==> src/rtl/ring_inject_arbiter.sv <==
// Packet-atomic round-robin injection arbiter feeding one ring router local port with credit tracking.
// Optional per-requester tail counters on pkt_count when RING_INJECT_ARB_STATS_EN is defined.
module ring_inject_arbiter #(
   parameter int NUM_REQ           = 4,
   parameter int FLIT_WIDTH        = 128,
   parameter int DEST_WIDTH        = 6,
   parameter int FLIT_BUFFER_DEPTH = 4
) (
   input  logic                                  clk,
   input  logic                                  rst,
   input  logic [NUM_REQ-1:0]                    req_valid,
   output logic [NUM_REQ-1:0]                    req_ready,
   input  logic [NUM_REQ-1:0][FLIT_WIDTH-1:0]    req_data,
   input  logic [NUM_REQ-1:0][DEST_WIDTH-1:0]    req_dest,
   input  logic [NUM_REQ-1:0]                    req_is_tail,
   output logic [FLIT_WIDTH-1:0]                 data_out,
   output logic [DEST_WIDTH-1:0]                 dest_out,
   output logic                                  is_tail_out,
   output logic                                  send_out,
   input  logic                                  credit_in,
   output logic                                  credit_err
`ifdef RING_INJECT_ARB_STATS_EN
   ,
   output logic [NUM_REQ-1:0][15:0]              pkt_count
`endif
);

   localparam int CW = $clog2(FLIT_BUFFER_DEPTH + 1);
   localparam int IW = (NUM_REQ > 1) ? $clog2(NUM_REQ) : 1;
   localparam logic [CW-1:0] CREDIT_FULL = CW'(FLIT_BUFFER_DEPTH);
   localparam logic [CW-1:0] CREDIT_ONE  = CW'(1);
   localparam logic [IW-1:0] LAST_ID     = IW'(NUM_REQ - 1);

   typedef enum logic {IDLE, LOCKED} state_t;

   state_t        state;
   logic [IW-1:0] lock_id;
   logic [IW-1:0] rr_ptr;
   logic [CW-1:0] credits;

   logic [IW-1:0] grant_id;
   logic          grant_en;
   logic          accept;
   logic          accept_tail;
   logic [IW-1:0] next_ptr;

   // NOTE: every signal written here gets a default first, so no path leaves it unassigned and no latch is inferred.
   always_comb begin
      grant_id = lock_id;
      grant_en = 1'b1;
      if (state == IDLE) begin
         grant_id = '0;
         grant_en = 1'b0;
         // Walk offsets from farthest to nearest so the nearest valid requester wins.
         for (int k = NUM_REQ - 1; k >= 0; k--) begin
            if (req_valid[(int'(rr_ptr) + k) % NUM_REQ]) begin
               grant_id = IW'((int'(rr_ptr) + k) % NUM_REQ);
               grant_en = 1'b1;
            end
         end
      end
   end

   always_comb begin
      req_ready = '0;
      if (!rst && grant_en && (credits != '0))
         req_ready[grant_id] = 1'b1;
   end

   assign accept      = |(req_valid & req_ready);
   assign accept_tail = accept & req_is_tail[grant_id];
   assign next_ptr    = (grant_id == LAST_ID) ? '0 : grant_id + IW'(1);

   // NOTE: sequential state uses non-blocking assignments so every register samples pre-edge values.
   always_ff @(posedge clk or posedge rst) begin
      if (rst) begin
         credits    <= CREDIT_FULL;
         credit_err <= 1'b0;
      end else begin
         case ({accept, credit_in})
            2'b10: credits <= credits - CREDIT_ONE;
            2'b01: begin
               if (credits == CREDIT_FULL)
                  credit_err <= 1'b1;
               else
                  credits <= credits + CREDIT_ONE;
            end
            default: ;
         endcase
      end
   end

   always_ff @(posedge clk or posedge rst) begin
      if (rst) begin
         state   <= IDLE;
         lock_id <= '0;
         rr_ptr  <= '0;
      end else if (accept) begin
         if (req_is_tail[grant_id]) begin
            state  <= IDLE;
            rr_ptr <= next_ptr;
         end else begin
            state   <= LOCKED;
            lock_id <= grant_id;
         end
      end
   end

   always_ff @(posedge clk or posedge rst) begin
      if (rst) begin
         send_out    <= 1'b0;
         data_out    <= '0;
         dest_out    <= '0;
         is_tail_out <= 1'b0;
      end else begin
         send_out <= accept;
         if (accept) begin
            data_out    <= req_data[grant_id];
            dest_out    <= req_dest[grant_id];
            is_tail_out <= req_is_tail[grant_id];
         end
      end
   end

`ifdef RING_INJECT_ARB_STATS_EN
   always_ff @(posedge clk or posedge rst) begin
      if (rst)
         pkt_count <= '0;
      else if (accept_tail)
         pkt_count[grant_id] <= pkt_count[grant_id] + 16'd1;
   end
`else
   logic unused_tail;
   assign unused_tail = accept_tail;
`endif

endmodule
==> config.mk <==
export PLATFORM = sky130hd
export DESIGN_NAME = ring_inject_arbiter
export DESIGN_NICKNAME = d
export VERILOG_FILES = /design/src/rtl/ring_inject_arbiter.sv
export SDC_FILE = /design/constraint.sdc
export NUM_CORES = 1
export LEC_CHECK = 0
export BUFFER_PORTS_ARGS = -buffer_cell sky130_fd_sc_hd__buf_2
export CAP_MARGIN = 10
export CORE_AREA = 10 10 258 260
export DETAILED_ROUTE_END_ITERATION = 12
export DIE_AREA = 0 0 268 270
export PLACE_DENSITY = 0.5
export SLEW_MARGIN = 0
export SYNTH_ARGS = -nofsm -noshare
export SYNTH_HDL_FRONTEND = slang
export SYNTH_SLANG_ARGS = --single-unit
==> constraint.sdc <==
create_clock -name clk -period 5 [get_ports clk]
set_input_delay 0.25 -clock clk [delete_from_list [all_inputs] [get_ports clk]]
set_output_delay 0.25 -clock clk [all_outputs]
set_load 0.005 [all_outputs]
### After elaboration in Yosys (flattened, before gate mapping)

Index checks and enable logic that the tools add are counted.

* logic and storage cells: 79
* input bits: 547
* output and inout bits: 141
* bits in registers: 145

* add/subtract/negate cells: 6
* equal/unequal tests: 5
* reduce and logical (&&, ||, !) cells: 14
* bitwise gates (word level): 5
* muxes and demuxes: 34
* magnitude comparators: 6

Operator list (number)
* 128-bit binary-select mux with 2-bit select: 1
* 128-bit 2-to-1 mux: 1
* 1-bit 2-to-1 mux: 15
* 6-bit binary-select mux with 2-bit select: 1
* 3-bit by 4-bit < comparator with 1-bit output (second input constant): 3
* 2-bit 2-to-1 mux: 6
* 1-bit binary-select mux with 2-bit select: 5
* 2-bit AND reduction: 4
* 2-bit by 3-bit < comparator with 1-bit output (second input constant): 2
* 6-bit 2-to-1 mux: 1
* 3-bit case mux with 2 select lines: 1
* 2-bit OR reduction: 3
* 2-bit by 1-bit adder with 2-bit output (second input constant): 2
* 2-bit adder (second input constant): 2
* 4-bit AND: 1
* 2-bit equality test (second input constant): 2
* 4-bit 2-to-1 mux: 1
* 4-bit OR reduction: 1
* 3-bit by 1-bit adder with 3-bit output (second input constant): 1
* 1-bit AND (first input constant): 3
* 3-bit equality test (second input constant): 1
* 1-bit logical AND: 3
* 3-bit 2-to-1 mux: 1
* 3-bit nonzero test: 1
* other kinds (8): 8

### Logic depth before layout (Yosys ltp)

* depth after elaboration: 21
* mapped depth: 16
* depth with buffers taken out: 10

### Least setup slack after synthesis

Ideal clock, no wire load.

* path type: register to register
* start: reg state
* end: reg credits[2]
* buffers on the path: 4
* arrival time: 3110 ps
* data required time: 4919 ps
* slack: 1808 ps
* cell stages (with the launch flop): 14
* cells stage by stage: dfrtp_1 or2_1 or4_1 a21oi_2 nor3_2 o311ai_4 buf_8 buf_8 buf_6 buf_4 nand2_1 fa_1 or4_1 o211ai_1

* longest elaborated chain between the ends: 11

RTL lines
* start: declaration: line 36 `state_t state;`
* start signal: assignment: line 95 `state <= IDLE;`
* start signal: assignment: line 100 `state <= IDLE;`
* start signal: assignment: line 103 `state <= LOCKED;`
* 2-bit 2-to-1 mux: line 51 `if (state == IDLE) begin`
* 2-bit by 3-bit < comparator with 1-bit output (not written as such) or 2-bit by 1-bit greater-or-equal comparator with 1-bit output (tied branches): line 67 `req_ready[grant_id] = 1'b1;`
* 1-bit logical AND (not written as such): line 67
* 1-bit 2-to-1 mux (not written as such): line 67
* 1-bit demux with 2-bit select: line 67
* 4-bit 2-to-1 mux (*): line 66 `if (!rst && grant_en && (credits != '0))`
* 4-bit AND (*): line 70 `assign accept = |(req_valid & req_ready);`
* 4-bit OR reduction (*): line 70
* 2-bit by 1-bit equality test with 1-bit output or 2-bit equality test (tied branches): line 80 `case ({accept, credit_in})`
* 2-bit != test (no line) or 2-bit nonzero test (tied branches)
* 2-bit AND reduction (no line)
* end signal: assignment: line 81 `2'b10: credits <= credits - CREDIT_ONE;`
* end signal: assignment: line 86 `credits <= credits + CREDIT_ONE;`
* end: declaration: line 39 `logic [CW-1:0] credits;`

Mark *: on every way between the ends. The rest lies on a longest branch, timed or not.
A chain may end at the register's enable or synchronous reset.

### Final worst setup path

* start: reg rr_ptr[1]
* end: out req_ready[0]

* longest elaborated chain between the ends: 14

RTL lines
* start: declaration: line 38 `logic [IW-1:0] rr_ptr;`
* start signal: assignment: line 101 `rr_ptr <= next_ptr;`
* 2-bit adder: line 56, 57
* 1-bit binary-select mux with 2-bit select: line 56 `if (req_valid[(int'(rr_ptr) + k) % NUM_REQ]) begin`
* 1-bit 2-to-1 mux (not written as such) (2 in a row): line 56
* 2-bit 2-to-1 mux (4 in a row): line 56
* 2-bit 2-to-1 mux: line 51
* 2-bit by 3-bit < comparator with 1-bit output (not written as such) or 2-bit by 1-bit greater-or-equal comparator with 1-bit output (tied branches): line 67
* 1-bit logical AND (not written as such): line 67
* 1-bit 2-to-1 mux (not written as such): line 67
* 1-bit demux with 2-bit select: line 67
* 4-bit 2-to-1 mux (*): line 66
* end: declaration: line 12 `output logic [NUM_REQ-1:0] req_ready,`

Mark *: on every way between the ends. The rest lies on a longest branch, timed or not. The select of a mux whose other input is x is not followed.

==> reports/metrics.cfg <==
[status]
status=complete, no violations

[timing]
skew_ns=0.0111
timing.fmax_ghz=0.281
slew_headroom_pct=24.8
fin_hold_ws_ns=0.164
drv_slew=0
fin_tns_setup_ns=0
final_hold_viol_count=0
finalCritPeriodShare_pct=71.1
rsz0062_at_grt=false
finalCriticalPeriod_ns=3.55
worst_slew_pin_slew_ns=1.13
setup_viol=0

[clock_tree]
cts_tree=yes
cts_sinks=145
post_cts_buffers=0
cts_buffers=17
clk_pin_slew_worst_paths_ns=0.07
h-tree-depth=4
clk_latency_ns=0.46
clk_path_buf_depth=2
cts-root-buf=clkbuf_16
cts_resized=0

[layout]
syn_to_final_growth_pct=46.6
utilization_pct=24.3
mostFrequentLayoutCells=buf_2, dfrtp_1, nor2_1
fillers=6811
final_common_cell=buf_2
final_area_sq_um=14900
drive_gt1_share_pct=52.2
nNetsFinal=2311

[setup_path]
startpoint_type=register
slowest_stage=o21a_4
critPathKind=reg -> out
critPathMaxFanout=60
worstPathCellList=a21o_1 > a21boi_0 > o21a_4 > buf_4 > nand2b_1 > nor2_1 > buf_2
worstPathRequired_ns=4.75
setup.worst_path.end_class=primary output
max_stage_delay_ns=0.88
arrival_ns=3.30

[synthesis]
ys.flop_type=dfrtp_1
yosys_warnings=0
synth.area.top_cells=dfrtp_1, mux2_2, mux2i_1
syn_nets=1672
synthCells=1124
synth-seq-area-share_pct=35.7
synthArstFlopShare_pct=100
synth_seq_cells=145
yosys.area.top_type=dfrtp_1
yosysTopAreaCellShare_pct=35.5
synth_cell_types=57
synth_area_sq_um=10200
synth_area_per_cell_sq_um=9.04
synth_edf_count=0

[floorplan]
ios=688
die_area_sq_um=72400
rows=91
initial_utilization_pct=16.6
core-area_sq_um=61300
chipHeight_um=270
die_w_um=268

[job]
cap_violations=0

[route]
vias_per_cell=4.07
drt_iter0_drc=434
first_pass_iters=5
drc=0
ant_nets=0
wl_met3_mm=3.44
top_layer=met4
vias=10500
wl_met2_mm=23.7
post_drt_wl_per_cell_um=17.9
drt-met1-wl_mm=17.7
wl_mm=46.0

[global_route]
grt_pass1_wl_mm=67.0
grt_use_total_pct=12.1
grt_overflow=0
grt_max_degree=151
grt_pass1_vias=10900
antenna_found_initial=7

[place]
port-buffer-count=687
dp_hpwl_mm=38.2
place_area_sq_um=14300
place_congestion=0.998

[pwr]
power.density_nw_per_um2=636
finalPower_uw=9470
irDropWorstVdd_uv=394
p_leak_uw=0.00739

[min_path]
hp-class=in -> reg

[Yosys cell counts (2+ instances only)]
master / n
o21ai_1: 108
inv_2: 2
inv_1: 4
buf_4: 9
a21oi_1: 136
o21ai_0: 2
mux2i_1: 139
a21boi_0: 2
a21oi_2: 2
nor2b_1: 4
o21ai_2: 25
nand2_1: 130
or4_1: 2
buf_6: 2
buf_1: 4
clkbuf_1: 33
nand2b_1: 7
mux2_2: 134
nand2_2: 10
mux2_1: 3
o311a_1: 2
nor2_1: 141
dfrtp_1: 144
buf_2: 35
buf_8: 12
[registers in the layout (all words and copies together), names as in the netlist]
| name | cells |
|---|---|
| state | 1 |
| credit_err | 1 |
| credits | 3 |
| rr_ptr | 2 |
| is_tail_out | 1 |
| dest_out | 6 |
| data_out | 128 |
| lock_id | 2 |
| send_out | 1 |
[report_power, final]
part / switching, uW / internal, uW / total [uW]
Sequential: 335 / 1750 / 2080
Combinational: 3360 / 2700 / 6060
Clock: 571 / 754 / 1320
[worst paths after layout]
kind                                                  end  slack [ns]  cells after the start                      from
worst max-delay path                         req_ready[0]        1.45                      7     rr_ptr[1]$_DFFE_PP0P_
worst min-delay path               credits[2]$_DFFE_PP1P_        0.16                      3                 credit_in
worst max register to register  data_out[122]$_DFFE_PP0P_        1.82                      7     rr_ptr[1]$_DFFE_PP0P_
worst min register to register   data_out[56]$_DFFE_PP0P_        0.47                      2  data_out[56]$_DFFE_PP0P_
max in group asynchronous        data_out[35]$_DFFE_PP0P_        3.64                      4                       rst
min in group asynchronous          credits[0]$_DFFE_PP0P_        0.46                      3                       rst
[critical path, delay by kind of cell, from the launching register on]
kind / cells / cell delay (ns)
AO/OA/AOI/OAI: 3 / 1.39
buffers and inverters: 2 / 0.63
flip-flops: 1 / 0.50
AND/OR/NAND/NOR: 2 / 0.26
[cell type report]
cell class,instances,area [sq um],share of cell area [%]
repair buffers,716,3730,25.1
clock inverters,13,150,1.01
well taps,790,988,6.64
multi-input cells,877,5910,39.7
flip-flops and latches,145,3630,24.4
inverters,6,27.5,0.185
diodes,4,10.0,0.0672
clock buffers,19,443,2.97
[kinds of logic (layout without fill, tap and decap cells)]
family                   after synthesis  in the layout  share of synthesized area [%]
buffers and inverters                102            754                           6.17
adder cells (fa/ha/maj)                1              1                          0.197
other                                  0              4                              0
multiplexers                         277            277                           29.1
XOR/XNOR                               2              2                          0.172
flip-flops                           145            145                           35.7
AO/OA/AOI/OAI                        293            293                           16.4
AND/OR/NAND/NOR                      304            304                           12.2
[routing by layer]
metal  GRT usage [%]  vias to the layer above
li1                -                     5237
met1            13.2                     4817
met2            21.4                      370
met3            3.52                       47
met4            5.17                        0
met5               0                        -
[through the flow]
step                      cells  worst slack [ns]
after floorplan            1124             0.857
after global placement     2533              1.95
after detailed placement   2533              1.82
after CTS                  2566              1.37
after global routing       2569              1.25
final                      2570              1.45
[what timing repair did]
action	in CTS	in global routing
hold buffers	1	0
setup endpoints to repair	0	0
hold endpoints to repair	72	0
No activity file was read; power rests on OpenSTA's default activity.
